File: src/rtl/step_pkg.sv
// Shared types and elaboration-time parameter checks for the step/ramp pulse generator.
package step_pkg;

  typedef enum logic [1:0] {
    IDLE  = 2'd0,
    SETUP = 2'd1,
    PULSE = 2'd2
  } state_t;

  localparam logic DIR_POS = 1'b1;
  localparam logic DIR_NEG = 1'b0;

  function automatic bit params_ok(input longint min_period, input longint max_period,
                                   input longint step_high, input longint period_w);
    return (min_period > step_high) && (max_period >= min_period) &&
           (max_period < (64'sd1 <<< period_w));
  endfunction

endpackage

File: src/rtl/step_ramp_calc.sv
// Next step period and ramp depth after one period: decelerate, accelerate or cruise.
module step_ramp_calc
  import step_pkg::*;
#(
  parameter int COUNT_W    = 16,
  parameter int PERIOD_W   = 16,
  parameter int MIN_PERIOD = 10000,
  parameter int MAX_PERIOD = 40000,
  parameter int RAMP_DEC   = 2000
) (
  input  logic [COUNT_W-1:0]  remaining,
  input  logic [COUNT_W-1:0]  ramp_cnt,
  input  logic [PERIOD_W-1:0] cur_period,
  output logic [PERIOD_W-1:0] next_period,
  output logic [COUNT_W-1:0]  next_ramp
);

  localparam logic [PERIOD_W-1:0] MIN_P = PERIOD_W'(MIN_PERIOD);
  localparam logic [PERIOD_W-1:0] MAX_P = PERIOD_W'(MAX_PERIOD);
  localparam logic [PERIOD_W-1:0] DEC_P = PERIOD_W'(RAMP_DEC);
  localparam logic [PERIOD_W:0]   DEC_W = (PERIOD_W+1)'(RAMP_DEC);
  localparam logic [PERIOD_W:0]   MAX_W = (PERIOD_W+1)'(MAX_PERIOD);
  localparam logic [PERIOD_W:0]   FLOOR_W = (PERIOD_W+1)'(MIN_PERIOD + RAMP_DEC);

  logic [PERIOD_W:0] up;

  // One extra bit keeps the saturation compares free of wrap-around.
  assign up = {1'b0, cur_period} + DEC_W;

  always_comb begin
    next_period = cur_period;
    next_ramp   = ramp_cnt;
    if (remaining <= ramp_cnt) begin
      next_period = (up >= MAX_W) ? MAX_P : up[PERIOD_W-1:0];
      if (ramp_cnt != '0) next_ramp = ramp_cnt - COUNT_W'(1);
    end else if (cur_period > MIN_P) begin
      next_period = ({1'b0, cur_period} >= FLOOR_W) ? cur_period - DEC_P : MIN_P;
      next_ramp   = ramp_cnt + COUNT_W'(1);
    end
  end

endmodule

File: src/rtl/step_ramp_controller.sv
// Single-axis stepper pulse generator: dir setup, trapezoidal period ramp, position and abort.
module step_ramp_controller
  import step_pkg::*;
#(
  parameter int COUNT_W    = 16,
  parameter int POS_W      = 32,
  parameter int PERIOD_W   = 16,
  parameter int STEP_HIGH  = 2000,
  parameter int MIN_PERIOD = 10000,
  parameter int MAX_PERIOD = 40000,
  parameter int RAMP_DEC   = 2000,
  parameter int DIR_SETUP  = 500
) (
  input  logic                      clock,
  input  logic                      reset_n,
  input  logic                      cmd_valid,
  output logic                      cmd_ready,
  input  logic signed [COUNT_W-1:0] cmd_steps,
  input  logic                      abort,
  input  logic                      pos_clear,
  output logic                      step,
  output logic                      dir,
  output logic                      busy,
  output logic                      done,
  output logic                      aborted,
  output logic signed [POS_W-1:0]   position
);

  if (!params_ok(MIN_PERIOD, MAX_PERIOD, STEP_HIGH, PERIOD_W)) begin : g_param_check
    $error("step_ramp_controller: need MIN_PERIOD > STEP_HIGH, MAX_PERIOD >= MIN_PERIOD, MAX_PERIOD < 2**PERIOD_W");
  end

  localparam int SETUP_W = (DIR_SETUP < 1) ? 1 : $clog2(DIR_SETUP + 1);
  localparam logic [SETUP_W-1:0]  SETUP_LAST = SETUP_W'(DIR_SETUP);
  localparam logic [PERIOD_W-1:0] MAX_P      = PERIOD_W'(MAX_PERIOD);
  localparam logic [PERIOD_W-1:0] HIGH_P     = PERIOD_W'(STEP_HIGH);

  state_t               state;
  logic [COUNT_W-1:0]   remaining, ramp_cnt, magnitude, rem_next, calc_ramp;
  logic [PERIOD_W-1:0]  cur_period, period_cnt, cnt_next, calc_period;
  logic [SETUP_W-1:0]   setup_cnt;
  logic                 period_end, rise;
  logic signed [POS_W-1:0] pos_base;

  step_ramp_calc #(
    .COUNT_W   (COUNT_W),
    .PERIOD_W  (PERIOD_W),
    .MIN_PERIOD(MIN_PERIOD),
    .MAX_PERIOD(MAX_PERIOD),
    .RAMP_DEC  (RAMP_DEC)
  ) u_calc (
    .remaining  (rem_next),
    .ramp_cnt   (ramp_cnt),
    .cur_period (cur_period),
    .next_period(calc_period),
    .next_ramp  (calc_ramp)
  );

  assign cmd_ready  = (state == IDLE);
  assign busy       = (state != IDLE);
  assign magnitude  = cmd_steps[COUNT_W-1] ? $unsigned(-cmd_steps) : $unsigned(cmd_steps);
  assign rem_next   = remaining - COUNT_W'(1);
  assign cnt_next   = period_cnt + PERIOD_W'(1);
  assign period_end = (period_cnt == cur_period - PERIOD_W'(1));
  assign pos_base   = pos_clear ? '0 : position;

  // Rise decision mirrors the FSM so position moves on exactly the edge step goes high.
  assign rise = !abort &&
                (((state == SETUP) && (setup_cnt == SETUP_LAST)) ||
                 ((state == PULSE) && period_end && (rem_next != '0)));

  always_ff @(posedge clock or negedge reset_n) begin
    if (!reset_n) begin
      state      <= IDLE;
      step       <= 1'b0;
      dir        <= DIR_NEG;
      done       <= 1'b0;
      aborted    <= 1'b0;
      position   <= '0;
      remaining  <= '0;
      ramp_cnt   <= '0;
      cur_period <= MAX_P;
      period_cnt <= '0;
      setup_cnt  <= '0;
    end else begin
      done     <= 1'b0;
      position <= rise ? pos_base + (dir ? POS_W'(1) : '1) : pos_base;
      case (state)
        IDLE: begin
          if (cmd_valid) begin
            dir        <= cmd_steps[COUNT_W-1] ? DIR_NEG : DIR_POS;
            remaining  <= magnitude;
            cur_period <= MAX_P;
            ramp_cnt   <= '0;
            setup_cnt  <= '0;
            aborted    <= 1'b0;
            if (magnitude == '0) done  <= 1'b1;
            else                 state <= SETUP;
          end
        end
        SETUP: begin
          if (abort) begin
            state   <= IDLE;
            done    <= 1'b1;
            aborted <= 1'b1;
          end else if (setup_cnt == SETUP_LAST) begin
            state      <= PULSE;
            step       <= 1'b1;
            period_cnt <= '0;
          end else begin
            setup_cnt <= setup_cnt + SETUP_W'(1);
          end
        end
        PULSE: begin
          if (period_end) begin
            remaining <= rem_next;
            if (rem_next == '0 || abort) begin
              state   <= IDLE;
              done    <= 1'b1;
              aborted <= abort && (rem_next != '0);
              step    <= 1'b0;
            end else begin
              cur_period <= calc_period;
              ramp_cnt   <= calc_ramp;
              period_cnt <= '0;
              step       <= 1'b1;
            end
          end else begin
            period_cnt <= cnt_next;
            step       <= (cnt_next < HIGH_P);
          end
        end
        default: state <= IDLE;
      endcase
    end
  end

endmodule

File: config.mk
export PLATFORM = sky130hd
export DESIGN_NAME = step_ramp_controller
export DESIGN_NICKNAME = d
export VERILOG_FILES = /design/src/rtl/step_pkg.sv /design/src/rtl/step_ramp_calc.sv /design/src/rtl/step_ramp_controller.sv
export SDC_FILE = /design/constraint.sdc
export NUM_CORES = 1
export LEC_CHECK = 0
export ABC_AREA = 1
export CORE_ASPECT_RATIO = 0.8
export CORE_MARGIN = 4
export CORE_UTILIZATION = 25
export DETAILED_ROUTE_END_ITERATION = 8
export MAX_ROUTING_LAYER = met4
export SKIP_CTS_REPAIR_TIMING = 1
export SYNTH_ARGS = -nofsm -noshare
export SYNTH_HDL_FRONTEND = slang
export SYNTH_SLANG_ARGS = --single-unit
File: constraint.sdc
create_clock -name clock -period 4.9 [get_ports clock]
set_clock_uncertainty 0.05 [all_clocks]
set_input_delay 1.225 -clock clock [delete_from_list [all_inputs] [get_ports clock]]
set_output_delay 1.225 -clock clock [all_outputs]
set_load 0.01 [all_outputs]
==> metrics.md, run 1 <==
| Metric | Value |
|---|---|
| Starting Density | `25.4%` |
| Initial antenna violation count | `1` |
| Worst-Skew Late Latency | `360 ps` |
| Die height | `196 microns` |
| Clock slew at reported path FFs | `70 ps` |
| N_diodes | `0` |
| Commonest non-fill, non-tap cell in the layout | `nand2_1` |
| Initial DRT Pass Iterations | `5` |
| Slew Limit Fails | `0` |
| Warning count from the yosys run | `0` |
| Worst hold path type | `reg2reg` |
| Vias in the first global route | `approximately 10000` |
| DR vias | `11200` |
| Synth Cell Area | `11000 sq um` |
| Fillers | `4779` |
| Grt total ovfl | `0` |
| PwrDens | `572 nW/um^2` |
| Layout cells sized above 1 | `5.83%` |
| Final-report setup violation count | `0` |
| Avg Inst Size Synth | `6.34 sq um` |
| Critical Path Source | `remaining[0]` |
| Syn Nets | `about 1800` |
| Crit Path Max Fanout | `12` |
| Critical path endpoint | `ramp_cnt[11]` |
| Critical path class | `reg2reg` |
| Starting DRT DRC Count | `969` |
| Total negative setup slack | `0 ps` |
| Area Overhead vs Synth | `12.8%` |
| Worst Hold Launch | `setup_cnt[6]` |
| Post-DR vias/cell | `4.77` |
| Ports | `59` |
| Netlist cell types | `53` |
| Most frequent cells in the layout | `544 x nand2_1, 210 x inv_1, 180 x nor2_1, 130 x nand3_1, 102 x dfrtp_1` |
| Depth of the most critical reg-to-reg path | `23` |
| RSZ-0062 raised after global routing | `false` |
| Maximum vdd drop | `~0.00032 V` |
| Dominant cell type by area after synthesis | `dfrtp_1` |
| Minimum clock period after layout | `approximately 4300 ps` |
| Die area | `47600 sq um` |
| Maxcap violations | `0` |
| Nets@finish | `1881` |
| Synthesis-stage register bit count | `107` |
| Worst-Margin Slew | `950 ps` |
| Sequential cell area fraction in the yosys report | `between 20% and 30%` |
| Period utilization | `approximately 87%` |
| Placer Congestion | `approximately 1` |
| Syn Inst Count | `roughly 1700` |
| DRC viols | `0` |
| GRT Util Overall | `13.5%` |
| Capturing point of the worst reg2reg path | `ramp_cnt[11]` |
| Post-route ant nets | `0` |
| Core Util, Final | `28.7%` |
| Hold violation count in the final report | `0` |
| CTS max path bufs | `2` |
| Largest net degree at the start of global routing | `54` |
| CORE AREA | `43400 sq um` |
| Core Rows | `68` |
| Clock sink total | `107` |
| TritonCTS clock tree | `yes` |
| Top cells by area, synth | `dfrtp_1 23%, nand2_1 19%, ha_1 9.0%` |
| First-pass GRT wire length | `52700 microns` |
| WP data arrival | `4470 ps` |
| Leakage | `0.00629 uW` |
| Highest Clock Rate | `234 MHz` |
| Outcome | `finished clean` |
| Post-detailed-routing wire length | `32000 microns` |
| Post-DP HPWL | `25200 microns` |
| H-tree levels | `3` |
| Die W | `roughly 240 microns` |
| Crit end category | `register` |
| Worst Path Required | `5100 ps` |
| Slew headroom | `36.6%` |
| Yosys top cell area share | `23.1%` |
| Root buf cell | `clkbuf_16` |
| TritonCTS Buffers | `9` |
| R2R Path Start | `remaining[0]` |
| Hold Path Depth | `1` |
| Port bufs | `58` |
| R2R setup slack | `630 ps` |
| Drt wl/cell | `~14 microns` |
| Critical Path Start Type | `register` |
-- power by group --
group | internal, uW | switching, uW
Combinational | 1650 | 3250
Sequential | 1100 | 342
Clock | 425 | 360
Total | 3170 | 3950
-- cell type report --
cell class / instances / area [sq um] / area share [%]
Clock buffer: 12 / 256 / 2.06
Inverter: 218 / 820 / 6.58
Sequential cell: 107 / 2680 / 21.6
Multi-Input combinational cell: 1375 / 7290 / 58.5
Tap cell: 560 / 701 / 5.63
Timing Repair Buffer: 68 / 653 / 5.24
Clock inverter: 4 / 48.8 / 0.392
-- metrics by stage --
step	instances	total power, uW	setup WS [ps]	hold slack [ps]	cell area (sq um)
2_1_floorplan	1741	5090	454	414	11000
3_3_place_gp	2328	6220	498	428	12100
3_5_place_dp	2328	6260	457	444	12100
4_1_cts	2344	7080	547	467	12500
5_1_grt	2344	7870	133	473	12500
6_report	2344	7120	632	464	12500
-- logic make-up after synthesis --
group           after synthesis  share of synthesized area [%]
buf+inv                     259                           9.68
simple gates               1011                           40.5
flops                       107                           24.3
xor+xnor                     68                           5.46
compound gates              215                           10.8
fa+ha+maj                    81                           9.32
-- critical path, stage by stage, from the launching register on --
cell and delay [ps]:
dfrtp_1 440, inv_1 170, ha_1 330, nand2_2 110, nor2_2 150, nand2_1 60
nand2_1 120, inv_1 60, ha_1 270, nand4_1 80, nor3_1 220, nand2_1 90
nand2_1 70, nand2_2 160, buf_4 210, ha_1 330, a21oi_1 210, o21ai_0 190
a21oi_1 160, nand2_1 110, a21o_1 180, or2_2 260, nand4_1 90, nand2_1 50
-- per-layer routing --
| layer | routed length, microns | track usage, % | up-vias |
|---|---|---|---|
| met1 | 16600 | 20.1 | 5164 |
| met2 | 13400 | 19.5 | 294 |
| li1 | - | - | 5693 |
| met5 | 0 | - | - |
| met3 | 1600 | 1.95 | 26 |
| met4 | 429 | 2.56 | 0 |
-- synth_stat cells (all sizes together) --
cell and instances:
buf 21, o211ai 1, nor2 203, o311ai 1, nor3b 4, o221ai 1, nand4 48, xnor2 18
a21oi 79, a211oi 2, o2111ai 1, o22ai 1, a31oi 5, nor4 1, nand2 570, and3 2
nand3 137, and2 2, clkbuf 20, a21o 8, ha 79, fa 2, nor3 27, o21a 5
o21ai 102, dfstp 5, clkinv 2, a21boi 4, dfrtp 102, xor2 50, o31ai 2, nand3b 14
o21bai 3, or2 3, inv 216
-- worst min-delay path by stage --
stage | to | slack, ps
6_report | setup_cnt[6] | 460
5_1_grt | setup_cnt[6] | 470
4_1_cts | ramp_cnt[15] | 470
3_5_place_dp | ramp_cnt[15] | 440
3_3_place_gp | setup_cnt[6] | 430
2_1_floorplan | ramp_cnt[15] | 410
-- sequential cells by signal, summed over array words and instances (netlist names), 2 cells and up --
| register | flops |
|---|---|
| cur_period | 12 |
| position | 32 |
| setup_cnt | 9 |
| state | 2 |
| ramp_cnt | 16 |
| remaining | 16 |
| period_cnt | 16 |
(Power assumes the default switching activity.)
==> run 2, diff against run 1 <==
Settings changed: CORE_UTILIZATION 25 to 30.
==> run 2 against run 1 <==
Effect of this change: die area decreased by 16%; register-to-register slack got worse by 110 ps; sequential share of layout area rose by 0.13 points; worst setup slack worse by 110 ps; power up 0.81%; flip-flop and latch count unchanged; non-clock buffer count up 3; routed wire length grew 7.4%; combinational power about the same.
==> metrics.md, run 2 (synthesized netlist as in run 1, its figures left out) <==
| Metric | Value |
|---|---|
| R2R Path Start | `remaining[0]` |
| TritonCTS Buffers | `9` |
| Hold Path Sink | `setup_cnt[6]` |
| Grt total ovfl | `0` |
| Hold violation count in the final report | `0` |
| Ports | `59` |
| Starting Density | `30.6%` |
| GRT Util Overall | `roughly 17%` |
| Initial antenna violation count | `0` |
| Most flops, register | `position` |
| Post-DP HPWL | `around 27000 microns` |
| Port bufs | `58` |
| Critical path class | `reg2reg` |
| H-tree levels | `3` |
| Final-report setup violation count | `0` |
| RSZ-0062 raised after global routing | `false` |
| Maximum vdd drop | `roughly 0.00025 V` |
| Die area | `39900 sq um` |
| Worst Hold Launch | `setup_cnt[6]` |
| Slew Limit Fails | `0` |
| Crit end category | `register` |
| Maxcap violations | `0` |
| Total negative setup slack | `0 ps` |
| Nets@finish | `1884` |
| Minimum clock period after layout | `~4400 ps` |
| Drt wl/cell | `approximately 15 microns` |
| Most frequent cells in the layout | `545 x nand2_1, 210 x inv_1, 180 x nor2_1, 130 x nand3_1, 102 x dfrtp_1` |
| Post-DR vias/cell | `slightly below 5` |
| Die height | `180 microns` |
| Layout cells sized above 1 | `5.99%` |
| Worst setup margin | `522 ps` |
| Period utilization | `between 80 and 90%` |
| Vias in the first global route | `roughly 10000` |
| Starting DRT DRC Count | `1068` |
| Highest Clock Rate | `228 MHz` |
| Crit Path Max Fanout | `20` |
| Depth of the most critical reg-to-reg path | `23` |
| Post-detailed-routing wire length | `between 30000 and 40000 microns` |
| Worst Path Required | `5160 ps` |
| Leakage | `0.00630 uW` |
| Capturing point of the worst reg2reg path | `ramp_cnt[15]` |
| Clock sink total | `approximately 110` |
| Area Overhead vs Synth | `12.2%` |
| Placer Congestion | `between 0.9 and 1` |
| First-pass GRT wire length | `55700 microns` |
| CORE AREA | `36100 sq um` |
| Post-route ant nets | `0` |
| Die W | `222 microns` |
| Worst-Margin Slew | `874 ps` |
| Pre-CTS worst setup slack | `457 ps` |
| Critical Path Start Type | `register` |
| DR vias | `between 10000 and 15000` |
| Largest net degree at the start of global routing | `49` |
| Core Rows | `62` |
| Root buf cell | `clkbuf_16` |
| PwrDens | `580 nW/um^2` |
| Outcome | `finished clean` |
| Clock slew at reported path FFs | `80 ps` |
| N_diodes | `0` |
| Power, Total | `7180 uW` |
| R2R setup slack | `roughly 520 ps` |
| Min Hold Slack | `454 ps` |
| Worst hold path type | `reg2reg` |
| TritonCTS clock tree | `yes` |
| Hold Path Depth | `1` |
| Slew headroom | `between 40% and 50%` |
| CTS max path bufs | `2` |
| DRC viols | `0` |
| Worst-Skew Late Latency | `370 ps` |
| Initial DRT Pass Iterations | `5` |
| Max reg flops | `32` |
| Commonest non-fill, non-tap cell in the layout | `nand2_1` |
| WP data arrival | `4640 ps` |
[run 2: cell type report]
type / count / area, sq um
Sequential cell: 107 / 2680
Clock buffer: 10 / 239
Inverter: 218 / 820
Timing Repair Buffer: 71 / 676
Clock inverter: 6 / 72.6
Multi-Input combinational cell: 1375 / 7290
Tap cell: 480 / 601
Fill cell: 3913 / 23700
[run 2: where the power goes]
group / internal [uW] / switching [uW] / total, uW / leakage (uW)
sequential: 1100 / 345 / 1440 / 0.00144
clock: 417 / 388 / 806 / 0.000150
combinational: 1640 / 3290 / 4930 / 0.00471
[run 2: critical path: stages, from the launching register on]
cell,delay (ps)
dfrtp_1,460
inv_1,190
ha_1,340
nand3_1,150
inv_1,100
nand3_1,80
nand2_1,80
inv_1,80
ha_1,280
nand2_1,70
nor3_1,260
nand3_1,100
nand2_1,80
buf_4,260
ha_1,340
a21oi_1,220
o21ai_0,130
a21oi_1,280
o21ai_0,180
a21oi_1,250
inv_1,60
o21ai_0,80
nand4_1,110
nand2_1,90
[run 2: metal layers]
metal  share of wire (%)  track usage [%]  up-vias
li1                    -                -     5700
met1                  53             27.1     5205
met2                  40             23.9      338
met3                 5.3             2.27       21
met4                 1.2             3.16        0
met5                   0                -        -
[run 2: how the worst max path moves through the flow]
stage / startpoint / to / cells after the start / slack (ps)
after CTS: remaining[0] / ramp_cnt[10] / 27 / 530
after detailed placement: pos_clear / position[23] / 17 / 460
after floorplan: remaining[0] / ramp_cnt[11] / 23 / 450
final: remaining[0] / ramp_cnt[15] / 23 / 520
after global routing: remaining[0] / ramp_cnt[10] / 27 / 140
after global placement: pos_clear / position[30] / 15 / 510
[run 2: stage by stage]
step | std cells | instance area, sq um | utilization (%)
after global routing | 2267 | 12400 | 34.3
final | 2267 | 12400 | 34.3
after global placement | 2251 | 12100 | 33.5
after detailed placement | 2251 | 12100 | 33.5
after CTS | 2267 | 12400 | 34.3
after floorplan | 1741 | 11000 | -
==> run 3, diff against run 2 <==
Settings changed: GPL_ROUTABILITY_DRIVEN from default to 0.
==> run 3 against run 2 <==
Effect of this change: routed wire length decreased by 2.6%; clock-buffer cell count increased by 1; die area unchanged; non-clock buffer count unchanged; largest power group unchanged; combinational power decreased by 2%; cell area increased by 0.25%; critical path depth increased by 1; via count decreased by 0.27%.
==> metrics.md, run 3 (synthesized netlist as in run 1, its figures left out) <==
| Metric | Value |
|---|---|
| Outcome | `finished clean` |
| Maxcap violations | `0` |
| Starting Density | `30.6%` |
| Critical Path Start Type | `register` |
| GRT Util Overall | `16.9%` |
| Hold violation count in the final report | `0` |
| Max reg flops | `32` |
| N_diodes | `0` |
| Starting DRT DRC Count | `between 1000 and 1500` |
| Clock sink total | `107` |
| Worst hold path type | `reg2reg` |
| Post-DP HPWL | `26900 microns` |
| DRC viols | `0` |
| Max stage delay on crit path | `440 ps` |
| Layout cells sized above 1 | `5.93%` |
| Post-detailed-routing wire length | `33500 microns` |
| Period utilization | `87.8%` |
| First-pass GRT wire length | `approximately 54000 microns` |
| Worst-Skew Late Latency | `370 ps` |
| Post-DR vias/cell | `4.96` |
| TritonCTS Buffers | `9` |
| Worst setup margin | `597 ps` |
| Most Frequent Cell on Critical Path | `nand2_1` |
| PwrDens | `578 nW/um^2` |
| Post-route ant nets | `0` |
| Root buf cell | `clkbuf_16` |
| Drt wl/cell | `14.8 microns` |
| R2R Path Start | `remaining[0]` |
| Port bufs | `58` |
| Slew headroom | `42.2%` |
| WP data arrival | `4560 ps` |
| Initial antenna violation count | `1` |
| Maximum vdd drop | `0.000237 V` |
| Initial DRT Pass Iterations | `6` |
| Core Rows | `62` |
| Crit Path Max Fanout | `20` |
| CORE AREA | `36100 sq um` |
| Highest Clock Rate | `232 MHz` |
| Clock slew at reported path FFs | `80 ps` |
| Worst-path cell chain | `inv_1 -> ha_1 -> nand2_2 -> nor2_2 -> nand2_1 -> nand2_1 -> inv_1 -> ha_1 -> nand4_1 -> nor3_1 -> nand2_1 -> nand2_1 -> nand2_1 -> buf_4 -> ha_1 -> a21oi_1 -> o21ai_0 -> a21oi_1 -> o21ai_0 -> a21oi_1 -> inv_1 -> o21ai_0 -> nand4_1 -> nand2_1` |
| Critical path class | `reg2reg` |
| DR vias | `11200` |
| Die height | `180 microns` |
| Final-report setup violation count | `0` |
| Worst Path Required | `5160 ps` |
| Grt total ovfl | `0` |
| Total negative setup slack | `0 ps` |
| Worst Hold Launch | `setup_cnt[6]` |
| Ports | `59` |
| Most flops, register | `position` |
| Critical-path top delay cell | `dfrtp_1` |
| Core Util, Final | `around a third` |
| Worst-Margin Slew | `between 800 and 900 ps` |
| CTS max path bufs | `2` |
| Vias in the first global route | `approximately 10000` |
| Pre-CTS worst setup slack | `623 ps` |
| Minimum clock period after layout | `4300 ps` |
| TritonCTS clock tree | `yes` |
| Leakage | `between 0.006 and 0.007 uW` |
| Commonest non-fill, non-tap cell in the layout | `nand2_1` |
| Area Overhead vs Synth | `12.4%` |
| Largest net degree at the start of global routing | `42` |
| Die area | `39900 sq um` |
| Nets@finish | `1884` |
| Die W | `approximately 220 microns` |
| RSZ-0062 raised after global routing | `false` |
| Crit end category | `register` |
| Most frequent cells in the layout | `545 x nand2_1, 210 x inv_1, 180 x nor2_1, 130 x nand3_1, 102 x dfrtp_1` |
| Slew Limit Fails | `0` |
| Critical Path Source | `remaining[0]` |
| H-tree levels | `3` |
==> run 3: cell count changes in the layout (fill, tap and decap cells not counted), sizes merged <==
cell	delta
bufinv	+2
clkbuf	+1
inv	-2
clkinvlp	-1
==> run 3: critical path, delay by kind of cell, from the launching register on <==
family          cells  cell delay [ps]
buf+inv             4              570
flops               1              440
fa+ha+maj           3              780
compound gates      6             1110
simple gates       11             1250
==> run 3: report_power, final <==
part / switching, uW / internal [uW] / leakage, uW
Clock: 358 / 513 / 0.000169
Combinational: 3230 / 1630 / 0.00471
Sequential: 348 / 1100 / 0.00144
==> run 3: cell type report <==
type	count	area [sq um]
clock buffer	11	243
clock inverter	5	100
fill	3869	23700
inverter	218	820
multi-input combinational	1375	7290
sequential	107	2680
tap	480	601
timing repair buffer	71	676
==> run 3: per-layer routing <==
layer / global-route usage (%) / part of all wire [%]
met5: - / 0
met4: 2.86 / 0.90
met3: 2.30 / 6.1
met2: 23.1 / 40
met1: 26.6 / 53
==> run 3: per-stage QoR <==
step | std cells | hold slack [ps] | total power [uW] | instance area [sq um]
6_report | 2267 | 445 | 7170 | 12400
3_5_place_dp | 2251 | 435 | 6240 | 12100
5_1_grt | 2267 | 484 | 7940 | 12400
2_1_floorplan | 1741 | 414 | 5090 | 11000
4_1_cts | 2267 | 452 | 7140 | 12400
3_3_place_gp | 2251 | 434 | 6170 | 12100
==> run 3: path summary, 6_finish.rpt <==
check                                endpoint  slack [ps]  cells past startpoint
worst max-delay path             ramp_cnt[15]         600                     24
worst min-delay path             setup_cnt[6]         450                      1
worst max register to register   ramp_cnt[15]         600                     24
worst min register to register   setup_cnt[6]         450                      1
max in group asynchronous       cur_period[6]        3060                      2
min in group asynchronous       remaining[15]         810                      1
